<file path="src/rtl/serial_subtractor.sv">
// Bit-serial subtractor: computes a-b LSB first, one bit per clock, through an IDLE/RUN/DONE FSM.
// Optional borrow-in port enabled by defining SERIAL_SUB_BIN_EN.
module serial_subtractor #(
  parameter int WIDTH = 8
) (
  input  logic             clk,
  input  logic             rst,
  input  logic             start,
  input  logic [WIDTH-1:0] a,
  input  logic [WIDTH-1:0] b,
`ifdef SERIAL_SUB_BIN_EN
  input  logic             bin,
`endif
  output logic             busy,
  output logic             done,
  output logic [WIDTH-1:0] diff,
  output logic             borr
);

  localparam int CW = (WIDTH > 1) ? $clog2(WIDTH) : 1;
  localparam logic [CW-1:0] LAST = CW'(WIDTH - 1);

  typedef enum logic [1:0] {IDLE, RUN, DONE} state_t;

  state_t           state;
  logic [WIDTH-1:0] sa;
  logic [WIDTH-1:0] sb;
  logic [WIDTH-1:0] work;
  logic [CW-1:0]    cnt;
  logic             brw;
  logic             brw_load;

  logic             x;
  logic             y;
  logic             d;
  logic             bout;
  logic [WIDTH-1:0] work_next;

`ifdef SERIAL_SUB_BIN_EN
  assign brw_load = bin;
`else
  assign brw_load = 1'b0;
`endif

  always_comb begin
    x         = sa[0];
    y         = sb[0];
    d         = x ^ y ^ brw;
    bout      = (~x & y) | (~(x ^ y) & brw);
    work_next = {d, work[WIDTH-1:1]};
  end

  always_ff @(posedge clk) begin
    if (rst) begin
      state <= IDLE;
      sa    <= '0;
      sb    <= '0;
      work  <= '0;
      cnt   <= '0;
      brw   <= 1'b0;
      busy  <= 1'b0;
      done  <= 1'b0;
      diff  <= '0;
      borr  <= 1'b0;
    end else begin
      case (state)
        IDLE: begin
          done <= 1'b0;
          if (start) begin
            sa    <= a;
            sb    <= b;
            work  <= '0;
            cnt   <= '0;
            brw   <= brw_load;
            busy  <= 1'b1;
            state <= RUN;
          end
        end
        RUN: begin
          sa   <= sa >> 1;
          sb   <= sb >> 1;
          work <= work_next;
          brw  <= bout;
          cnt  <= cnt + CW'(1);
          // The last bit's d and bout are taken straight from the combinational stage.
          if (cnt == LAST) begin
            diff  <= work_next;
            borr  <= bout;
            busy  <= 1'b0;
            done  <= 1'b1;
            state <= DONE;
          end
        end
        DONE: begin
          done  <= 1'b0;
          state <= IDLE;
        end
        default: begin
          busy  <= 1'b0;
          done  <= 1'b0;
          state <= IDLE;
        end
      endcase
    end
  end

endmodule

</file>
<file path="config.mk">
export PLATFORM = sky130hd
export DESIGN_NAME = serial_subtractor
export DESIGN_NICKNAME = d
export VERILOG_FILES = /design/src/rtl/serial_subtractor.sv
export SDC_FILE = /design/constraint.sdc
export NUM_CORES = 1
export LEC_CHECK = 0
export ABC_AREA = 1
export CORE_MARGIN = 10
export CORE_UTILIZATION = 45
export CTS_CLUSTER_DIAMETER = 50
export DETAILED_ROUTE_END_ITERATION = 8
export PLACE_DENSITY = 0.7
export SYNTH_ARGS = -nofsm -noshare
export SYNTH_HDL_FRONTEND = slang
export SYNTH_SLANG_ARGS = --single-unit
</file>
<file path="constraint.sdc">
create_clock -name clk -period 2.5 [get_ports clk]
set_input_delay 0.5 -clock clk [delete_from_list [all_inputs] [get_ports clk]]
set_output_delay 0.5 -clock clk [all_outputs]
set_load 0.01 [all_outputs]
</file>
==> results.sh <==
export IMPL_fin_skew_ns=0.00374
export IMPL_p_leak_nw=1.04
export IMPL_min_path_type="reg2reg"
export IMPL_clk_pin_slew_ns=0.07
export IMPL_antenna_found_initial=0
export IMPL_setup_slack_ns=0.812
export IMPL_setup_viol=0
export IMPL_synth_top_area_share_pct=43.7
export IMPL_ios=30
export IMPL_crit_arrival_ns=1.19
export IMPL_dpl_worst_slack_ns=0.597
export IMPL_power_switching_uw=333
export IMPL_die_area_mm2=0.00702
export IMPL_viasPerCell=4.71
export IMPL_internal_power_mw=1.10
export IMPL_synth_top_area_cell="dfxtp_1"
export IMPL_syn2layout_area_growth_pct=24.2
export IMPL_cp_cell_sequence="clkdlybuf4s50_1"
export IMPL_clkPwrFrac_pct=39.8
export IMPL_end_kind="primary output"
export IMPL_drtAntennaViolNets=0
export IMPL_cts_setup_buffers=0
export IMPL_grt_usage_pct=11.5
export IMPL_finalCriticalPeriod_ns=1.69
export IMPL_synthTopCellsByCount="nand2_1, nor2_1, dfxtp_1, inv_1, nand3_1"
export IMPL_p_comb_share_pct=12.5
export IMPL_worst_slew_pin_slew_ns=0.368
export IMPL_finalSetupTns_ns=0
export IMPL_grt_pass1_vias=1510
export IMPL_synth_cell_types=23
export IMPL_cp_start_kind="register"
export IMPL_slew_violations=0
export IMPL_dp_final_hpwl_um=2750
export IMPL_ys_flop_type="dfxtp_1"
export IMPL_via_count=1611
export IMPL_maxCapViolations=0
export IMPL_synth_net_count=285
export IMPL_placementRows=23
export IMPL_cts_tree="built"
export IMPL_cts_resized=0
export IMPL_grt_pass1_wl_um=6920
export IMPL_synth_edf_count=0
export IMPL_required_ns=2.00
export IMPL_fmax_mhz=592
export IMPL_clock_sinks=40
export IMPL_criticalPathCategory="reg2out"
export IMPL_grt_start_max_net_pins=20
export IMPL_place_gp_congestion=0.762
export IMPL_synthesis_area_mm2=0.00183
export IMPL_clockRootBuffer="clkbuf_8"
export IMPL_swShare_pct=23.3
export IMPL_die_h_um=83.8
export IMPL_drc=0
export IMPL_async_flop_share_pct=0
export IMPL_drive_above_1_share_pct=9.59
export IMPL_worst_path_largest_cell_delay_ns=0.55
export IMPL_stdcell_area_mm2=0.00227
export IMPL_power_density_mw_per_mm2=629
export IMPL_slowest_stage="clkdlybuf4s50_1"
export IMPL_finalCritPeriodShare_pct=67.5
export IMPL_syn_area_per_cell_um2=6.96
export IMPL_final_nets=313
export IMPL_sequentialPowerShare_pct=47.7
export IMPL_synthCells=263
export IMPL_clockBufferDepth=2
export IMPL_htreeDepth=2
export IMPL_hold_viol_final=0
export IMPL_cts_buffers=5
export IMPL_fp_coreArea_mm2=0.00397
export IMPL_peakVddDrop_uv=405
export IMPL_fillCellCount=396
export IMPL_place_area_mm2=0.00215
export IMPL_insertion_delay_ns=0.29
export IMPL_crit_family="buffers and inverters"
export IMPL_outcome="complete, no violations"
export IMPL_slew_headroom_pct=75.4
export IMPL_postRouteWirelength_um=3870
export IMPL_initial_utilization_pct=46.1
export IMPL_diodes=0
export IMPL_grt_overflow=0
export IMPL_die_x_um=83.8
export IMPL_portBuffers=29
export IMPL_firstDrtPassIters=4
export IMPL_cts_hold_buffers=0
export IMPL_cp_num_buf_inv=1
export IMPL_critPathMaxFanout=2
export IMPL_rsz0062_at_grt="false"
export IMPL_ys_seq_elements=40
export IMPL_drtIter0Drc=108
export IMPL_seq_area_frac_synth_pct=43.7
export IMPL_synth_most_common_cell="nand2_1"
export IMPL_yosys_warnings=0
export IMPL_synth_area_leaders="dfxtp_1, nand2_1, nor2_1, nand3_1, inv_1"
export IMPL_post_drt_wl_per_cell_um=11.3
cells by family (layout without fill, tap and decap cells):
| kind of cell | after synthesis | count (layout) | share of synthesized area (%) |
|---|---|---|---|
| simple gates | 151 | 151 | 35.5 |
| buf+inv | 48 | 77 | 11.8 |
| flops | 40 | 40 | 43.7 |
| compound gates | 21 | 21 | 6.49 |
| fa+ha+maj | 3 | 3 | 2.46 |
flip-flops by register name, summed over array words and instances (netlist names):
register and cells:
state 2, cnt 3, done 1, sb 8, brw 1, busy 1, borr 1, diff 8
work 7, sa 8
power by group through the flow:
| stage | registers, mW | logic (mW) | clock network, mW |
|---|---|---|---|
| after floorplan | 0.691 | 0.125 | 0 |
| after global placement | 0.696 | 0.178 | 0 |
| after detailed placement | 0.696 | 0.180 | 0 |
| after CTS | 0.681 | 0.182 | 0.581 |
| after global routing | 0.686 | 0.203 | 0.606 |
| final | 0.682 | 0.179 | 0.569 |
per-layer routing:
| metal | vias up | share of wire (%) | GRT usage, % |
|---|---|---|---|
| met5 | - | 0 | 0 |
| met4 | 0 | 1.1 | 3.96 |
| met3 | 4 | 4.6 | 4.10 |
| met2 | 26 | 45 | 17.8 |
| met1 | 725 | 49 | 14.3 |
| li1 | 856 | - | - |
final timing paths:
check | to | slack [ns] | depth (start not counted) | start
max | busy | 0.81 | 1 | busy
min | diff[3] | 0.46 | 2 | work[4]
max reg2reg | sb[0] | 1.06 | 6 | state[0]
min reg2reg | diff[3] | 0.46 | 2 | work[4]
placed cells by master, fill, tap and decap left out, drive strengths merged:
cell type       n
bufinv          1
o22ai           2
fa              1
o21ai          11
buf             4
dfxtp          40
ha              2
a21oi           8
inv            36
clkbuf          7
nor2           51
nand2          71
nand3          29
clkdlybuf4s50  29
final cells by class:
type	instances	area [um^2]	area share [%]
timing repair buffer	33	333	14.6
sequential	40	801	35.2
clock buffer	7	96.3	4.24
clock inverter	1	30.0	1.32
multi-input combinational	175	815	35.8
inverter	36	138	6.05
tap	50	62.6	2.75
through the flow:
stage	power (mW)	cells	util, %	hold WS (ns)
after floorplan	0.816	263	-	0.419
after global placement	0.874	334	54.1	0.436
after detailed placement	0.876	334	54.1	0.450
after CTS	1.44	342	57.3	0.465
after global routing	1.49	342	57.3	0.473
final	1.43	342	57.3	0.457
Note: power is estimated with default switching activity, not from simulation.
